`src/rtl/uart_pkg.sv`:
```
// UART shared types and defaults.
// Latency: none (declarations only). Backpressure: not applicable.
package uart_pkg;
    typedef enum logic [2:0] {
        IDLE   = 3'd0,
        START  = 3'd1,
        DATA   = 3'd2,
        PARITY = 3'd3,
        STOP   = 3'd4
    } uart_rx_state_t;

    localparam int UART_CLKS_PER_BIT_DEF = 16;
    localparam int UART_DATA_BITS_DEF    = 8;
endpackage

```
`src/rtl/uart_rx_sync.sv`:
```
// Two-flop synchronizer for the raw rx line plus an edge register for falling-edge detect.
// Latency: 2 cycles to o_rx_s, o_fall asserted on the cycle o_rx_s first reads low. Backpressure: none.
module uart_rx_sync (
    input  logic i_clk,
    input  logic i_rst,
    input  logic i_rx,
    output logic o_rx_s,
    output logic o_fall
);
    logic r_meta;
    logic r_rx_s;
    logic r_rx_d;

    // Idle-high reset values keep a held-low line from looking like a fresh start edge.
    always_ff @(posedge i_clk) begin
        if (i_rst) begin
            r_meta <= 1'b1;
            r_rx_s <= 1'b1;
            r_rx_d <= 1'b1;
        end else begin
            r_meta <= i_rx;
            r_rx_s <= r_meta;
            r_rx_d <= r_rx_s;
        end
    end

    assign o_rx_s = r_rx_s;
    assign o_fall = r_rx_d & ~r_rx_s;
endmodule

```
`src/rtl/uart_rx_deser.sv`:
```
// UART receive deserializer: start validation, mid-bit sampling, LSB-first assembly; UART_RX_PARITY_EN adds even parity.
// Latency: start edge to out_valid = (1+DATA_BITS+P)*CLKS_PER_BIT + CLKS_PER_BIT/2 + 4. Backpressure: 1-entry buffer, overflow drops new byte and pulses overrun.
module uart_rx_deser
    import uart_pkg::*;
#(
    parameter int CLKS_PER_BIT = UART_CLKS_PER_BIT_DEF,
    parameter int DATA_BITS    = UART_DATA_BITS_DEF
) (
    input  logic                 clk,
    input  logic                 rst,
    input  logic                 rx,
    input  logic                 en,
    output logic [DATA_BITS-1:0] out_data,
    output logic                 out_valid,
    input  logic                 out_ready,
    output logic                 frame_err,
    output logic                 overrun,
    output logic                 parity_err
);
    localparam int CW = $clog2(CLKS_PER_BIT);
    localparam int BW = $clog2(DATA_BITS + 1);

    logic w_rx_s;
    logic w_fall;
    logic w_cnt_last;
    logic w_cnt_mid;
    logic w_bit_last;
    logic w_good;

    uart_rx_state_t       r_state;
    logic [CW-1:0]        r_clk_cnt;
    logic [BW-1:0]        r_bit_idx;
    logic [DATA_BITS-1:0] r_shift;
    logic                 r_done;
    logic                 r_stop_ok;
    logic [DATA_BITS-1:0] r_out_data;
    logic                 r_out_valid;
    logic                 r_frame_err;
    logic                 r_overrun;

    uart_rx_sync u_sync (
        .i_clk  (clk),
        .i_rst  (rst),
        .i_rx   (rx),
        .o_rx_s (w_rx_s),
        .o_fall (w_fall)
    );

    assign w_cnt_last = (r_clk_cnt == CW'(CLKS_PER_BIT - 1));
    assign w_cnt_mid  = (r_clk_cnt == CW'(CLKS_PER_BIT / 2 - 1));
    assign w_bit_last = (r_bit_idx == BW'(DATA_BITS - 1));

`ifdef UART_RX_PARITY_EN
    logic r_par_ok;
    logic r_parity_err;

    assign w_good     = r_stop_ok & r_par_ok;
    assign parity_err = r_parity_err;

    always_ff @(posedge clk) begin
        if (rst) begin
            r_par_ok     <= 1'b1;
            r_parity_err <= 1'b0;
        end else begin
            if (r_state == PARITY && w_cnt_last)
                r_par_ok <= (w_rx_s == ^r_shift);
            // A bad stop bit masks the parity report.
            r_parity_err <= r_done & r_stop_ok & ~r_par_ok;
        end
    end
`else
    assign w_good     = r_stop_ok;
    assign parity_err = 1'b0;
`endif

    always_ff @(posedge clk) begin
        if (rst) begin
            r_state     <= IDLE;
            r_clk_cnt   <= '0;
            r_bit_idx   <= '0;
            r_shift     <= '0;
            r_done      <= 1'b0;
            r_stop_ok   <= 1'b0;
            r_out_data  <= '0;
            r_out_valid <= 1'b0;
            r_frame_err <= 1'b0;
            r_overrun   <= 1'b0;
        end else begin
            r_done <= 1'b0;
            case (r_state)
                IDLE: begin
                    r_clk_cnt <= '0;
                    r_bit_idx <= '0;
                    if (w_fall && en)
                        r_state <= START;
                end
                START: begin
                    if (w_cnt_mid) begin
                        r_clk_cnt <= '0;
                        r_state   <= w_rx_s ? IDLE : DATA;
                    end else begin
                        r_clk_cnt <= r_clk_cnt + CW'(1);
                    end
                end
                DATA: begin
                    r_clk_cnt <= w_cnt_last ? '0 : r_clk_cnt + CW'(1);
                    if (w_cnt_last) begin
                        r_shift   <= {w_rx_s, r_shift[DATA_BITS-1:1]};
                        r_bit_idx <= r_bit_idx + BW'(1);
                        if (w_bit_last) begin
`ifdef UART_RX_PARITY_EN
                            r_state <= PARITY;
`else
                            r_state <= STOP;
`endif
                        end
                    end
                end
                PARITY: begin
                    r_clk_cnt <= w_cnt_last ? '0 : r_clk_cnt + CW'(1);
                    if (w_cnt_last)
                        r_state <= STOP;
                end
                STOP: begin
                    r_clk_cnt <= w_cnt_last ? '0 : r_clk_cnt + CW'(1);
                    if (w_cnt_last) begin
                        r_done    <= 1'b1;
                        r_stop_ok <= w_rx_s;
                        r_state   <= IDLE;
                    end
                end
                default: r_state <= IDLE;
            endcase

            // Commit one cycle after the stop sample so pulses line up with out_valid.
            r_frame_err <= r_done & ~r_stop_ok;
            r_overrun   <= 1'b0;
            if (r_done && w_good) begin
                if (!r_out_valid || out_ready) begin
                    r_out_data  <= r_shift;
                    r_out_valid <= 1'b1;
                end else begin
                    r_overrun <= 1'b1;
                end
            end else if (r_out_valid && out_ready) begin
                r_out_valid <= 1'b0;
            end
        end
    end

    assign out_data  = r_out_data;
    assign out_valid = r_out_valid;
    assign frame_err = r_frame_err;
    assign overrun   = r_overrun;
endmodule

```
`config.mk`:
```
export PLATFORM = sky130hd
export DESIGN_NAME = uart_rx_deser
export DESIGN_NICKNAME = d
export VERILOG_FILES = /design/src/rtl/uart_pkg.sv /design/src/rtl/uart_rx_sync.sv /design/src/rtl/uart_rx_deser.sv
export SDC_FILE = /design/constraint.sdc
export NUM_CORES = 1
export LEC_CHECK = 0
export CAP_MARGIN = 40
export CORE_MARGIN = 2
export CORE_UTILIZATION = 49
export CTS_CLUSTER_SIZE = 28
export DETAILED_ROUTE_END_ITERATION = 12
export PLACE_DENSITY = 0.74
export SLEW_MARGIN = 20
export SYNTH_ARGS = -nofsm -noshare
export SYNTH_HDL_FRONTEND = slang
export SYNTH_SLANG_ARGS = --single-unit
```
`constraint.sdc`:
```
create_clock -name clk -period 1.68 [get_ports clk]
set_clock_uncertainty 0.15 [all_clocks]
set_input_delay 0.168 -clock clk [delete_from_list [all_inputs] [get_ports clk]]
set_output_delay 0.168 -clock clk [all_outputs]
set_load 0.01 [all_outputs]
```
==> impl_metrics.csv <==
group,metric,value,unit
timing,min_period_over_period,97.2,%
logic_synthesis,synthCells,158,
placed_design,post-place-ws,-107,ps
power,intPower,1260,uW
critical_path,cp_data_required_time,1760,ps
die,core-area,2980,sq um
critical_path,setup.worst_path.end_class,"flop",
global_route,grtUsageMet2,26.8,%
logic_synthesis,synth_fp_nets,165,
die,die_x,59.2,um
layout,drive_gt1_share,19.7,%
clock_tree,clock_path_buffers,2,
die,die_y,59.2,um
critical_path,path_max_fanout,10,
power,p_sw_share,24.9,%
clock_tree,cts_tree,"built",
power,ir_drop,0.000601,V
global_route,grt-busiest-layer,"met2",
route,viasPerCell,5.46,
global_route,grt_usage,17.2,%
die,fp.dieArea,3510,sq um
logic_synthesis,synth_area_per_cell,9.46,sq um
route,drc_errors,0,
clock_tree,numCtsBuffers,5,
logic_synthesis,synth_edf_count,0,
layout,diodes,0,
critical_path,reg2reg_slack,50,ps
logic_synthesis,ys.flop_type,"dfxtp_1",
critical_path,cpMaxStageDelayCell,"dfxtp_1",
clock_tree,insertion_delay,330,ps
die,num_rows,20,
logic_synthesis,ys_ff_latch,35,
die,floorplan.initialDensity,50.2,%
critical_path,critPathKind,"flop to flop",
run,drv_cap,0,
clock_tree,postCtsSetupBuffers,0,
critical_path,critPathLaunchType,"flop",
critical_path,r2r_start,"r_state[2]$_SDFFE_PP0P_",
route,ant_nets,0,
die,ioPinCount,17,
power,power_density,935,nW/um^2
logic_synthesis,async_flop_share,0,%
critical_path,path_cells,"nor3_4 -> a22o_1 -> a21o_4 -> a31o_1",
global_route,met3_usage,5.90,%
timing,drv_slew,0,
clock_tree,clk_pin_slew,110,ps
layout,area_delta_synth_final,20.3,%
hold_path,hold-path-cell-count,2,
layout,fin_cells,211,
timing,fin_crit,1630,ps
timing,fin_tns_setup,0,ps
hold_path,min_from,"rx",
layout,nets,184,
outcome,outcome,"finished clean",
critical_path,max_stage_delay,610,ps
placed_design,port_buffers,15,
placed_design,dp_hpwl,1.86,mm
power,switchingPower,419,uW
clock_tree,cts_root_buf,"clkbuf_4",
critical_path,worstReg2RegEnd,"r_state[0]$_SDFFE_PP0P_",
critical_path,arrival,1720,ps
timing,finalSetupViolations,0,
layout,nFillCells,251,
critical_path,rr_worst_depth,4,
logic_synthesis,yosysUniqueCellTypes,39,
timing,max_freq,0.612,GHz
route,wl_per_cell,12.5,um
clock_tree,hold_buffers,0,
global_route,grt-ovfl-total,0,
route,drtIter0Drc,34,
clock_tree,htreeDepth,2,
power,seqPwrFrac,52.5,%
power,leakagePower,0.000641,uW
global_route,antenna_found_initial,0,
timing,setup_ws,47.3,ps
layout,utilization,60.4,%
placed_design,place_inst,203,
placed_design,routabilityCongestion,0.732,
logic_synthesis,syn_area,1500,sq um
hold_path,holdPathEnd,"u_sync.r_meta$_SDFF_PP1_",
logic_synthesis,ys_seq_area_share,46.9,%
route,vias,1152,
power,power_frac_comb,12.2,%
hold_path,hp-class,"input port to flop",
global_route,grt_pass1_vias,1015,
power,p_clk_share,35.4,%
route,first_pass_iters,4,
global_route,grt_max_degree,20,
timing,hold_violations,0,
global_route,met1_usage,22.1,%
clock_tree,cts.sinks,35,
route,wirelength,2.63,mm
global_route,grt_pass1_wl,4.51,mm
logic_synthesis,yosys_warnings,0,
timing,rsz0062_at_grt,"no",
[cell usage after synthesis (all sizes together) (2+ instances only)]
| master | instances | area, sq um |
|---|---|---|
| nand2b | 2 | 12.5 |
| a21oi | 10 | 50.1 |
| nor3 | 6 | 46.3 |
| buf | 9 | 72.6 |
| clkbuf | 4 | 15.0 |
| ha | 2 | 25.0 |
| and3 | 3 | 18.8 |
| nor3b | 2 | 20.0 |
| mux2i | 12 | 120 |
| nand2 | 13 | 48.8 |
| a31oi | 3 | 18.8 |
| inv | 2 | 7.51 |
| dfxtp | 35 | 701 |
| or2 | 3 | 18.8 |
| nand3b | 3 | 22.5 |
| xor2 | 3 | 26.3 |
| nor2 | 17 | 63.8 |
| o21ai | 2 | 10.0 |
| nand3 | 15 | 80.1 |
| or3 | 2 | 17.5 |
[cell type report]
cell class	count	area, sq um	area share, %
clock buffer	5	37.5	2.09
clock inverter	3	43.8	2.43
inverter	2	7.51	0.417
multi-input combinational	108	736	40.9
sequential	35	708	39.4
tap	33	41.3	2.29
timing repair buffer	25	225	12.5
[per-stage QoR]
stage,area (sq um),hold WS [ps],total power (uW)
after CTS,1780,241,1700
after global routing,1800,258,1760
after global placement,1670,251,1080
after floorplan,1500,122,1050
after detailed placement,1670,257,1090
final,1800,254,1680
[power groups by stage]
| stage | clock network [uW] | logic, uW | registers, uW |
|---|---|---|---|
| 6_report | 595 | 205 | 883 |
| 5_1_grt | 650 | 225 | 887 |
| 3_5_place_dp | 0 | 200 | 893 |
| 4_1_cts | 615 | 202 | 878 |
| 2_1_floorplan | 0 | 181 | 870 |
| 3_3_place_gp | 0 | 192 | 891 |
[metal layers]
metal	wire (um)	share of wire (%)	vias up
li1	-	-	581
met1	1240	47	536
met2	1240	47	29
met3	115	4.4	6
met4	31	1.2	0
met5	0	0	-
[placed cells by master (no fill, tap or decap), drive strengths merged, types with 3 or more instances in the layout]
| cell type | synthesis | routed |
|---|---|---|
| and3 | 3 | 3 |
| xor2 | 3 | 3 |
| nand3b | 3 | 3 |
| nand3 | 15 | 15 |
| buf | 9 | 10 |
| a31oi | 3 | 3 |
| dfxtp | 35 | 35 |
| nand2 | 13 | 13 |
| mux2i | 12 | 12 |
| or2 | 3 | 3 |
| nor2 | 17 | 17 |
| clkbuf | 4 | 5 |
| nor3 | 6 | 6 |
| clkdlybuf4s50 | 0 | 15 |
| a21oi | 10 | 10 |
[worst max-delay path, delay by kind of cell, from the launching register on]
family | cells | cell delay, ps
AND/OR/NAND/NOR | 1 | 130
flip-flops | 1 | 610
AO/OA/AOI/OAI | 3 | 650
[sequential cells by signal (all words and copies together) (netlist names), 3 cells and up]
name / count
r_shift: 8
r_state: 3
r_bit_idx: 4
r_clk_cnt: 4
out_data: 8
[logic make-up (layout without fill, tap and decap cells)]
kind of cell	after synthesis	after routing	share of synthesized area (%)
buffers and inverters	15	35	6.36
AOI/OAI and AO/OA	21	21	10.2
DFF	35	35	46.9
muxes	12	12	8.03
and+or+nand+nor	69	69	24.9
adders and majority gates	2	2	1.67
other	1	1	0.251
xor gates and xnor gates	3	3	1.76
[how the worst max path moves through the flow]
stage / startpoint / end
after floorplan: r_clk_cnt[0]$_SDFFE_PP0P_ / r_state[1]$_SDFFE_PP0P_
after global placement: r_clk_cnt[1]$_SDFFE_PP0P_ / r_state[0]$_SDFFE_PP0P_
after detailed placement: r_clk_cnt[1]$_SDFFE_PP0P_ / r_state[0]$_SDFFE_PP0P_
after CTS: r_clk_cnt[1]$_SDFFE_PP0P_ / r_state[0]$_SDFFE_PP0P_
after global routing: r_state[2]$_SDFFE_PP0P_ / r_state[0]$_SDFFE_PP0P_
final: r_state[2]$_SDFFE_PP0P_ / r_state[0]$_SDFFE_PP0P_
[timing repair]
action,in CTS,in global routing
resized for setup,8,4
pin swaps,2,3
endpoints found under the setup margin,4,4
gates cloned,0,0
Power figures use the tool's default switching activity.
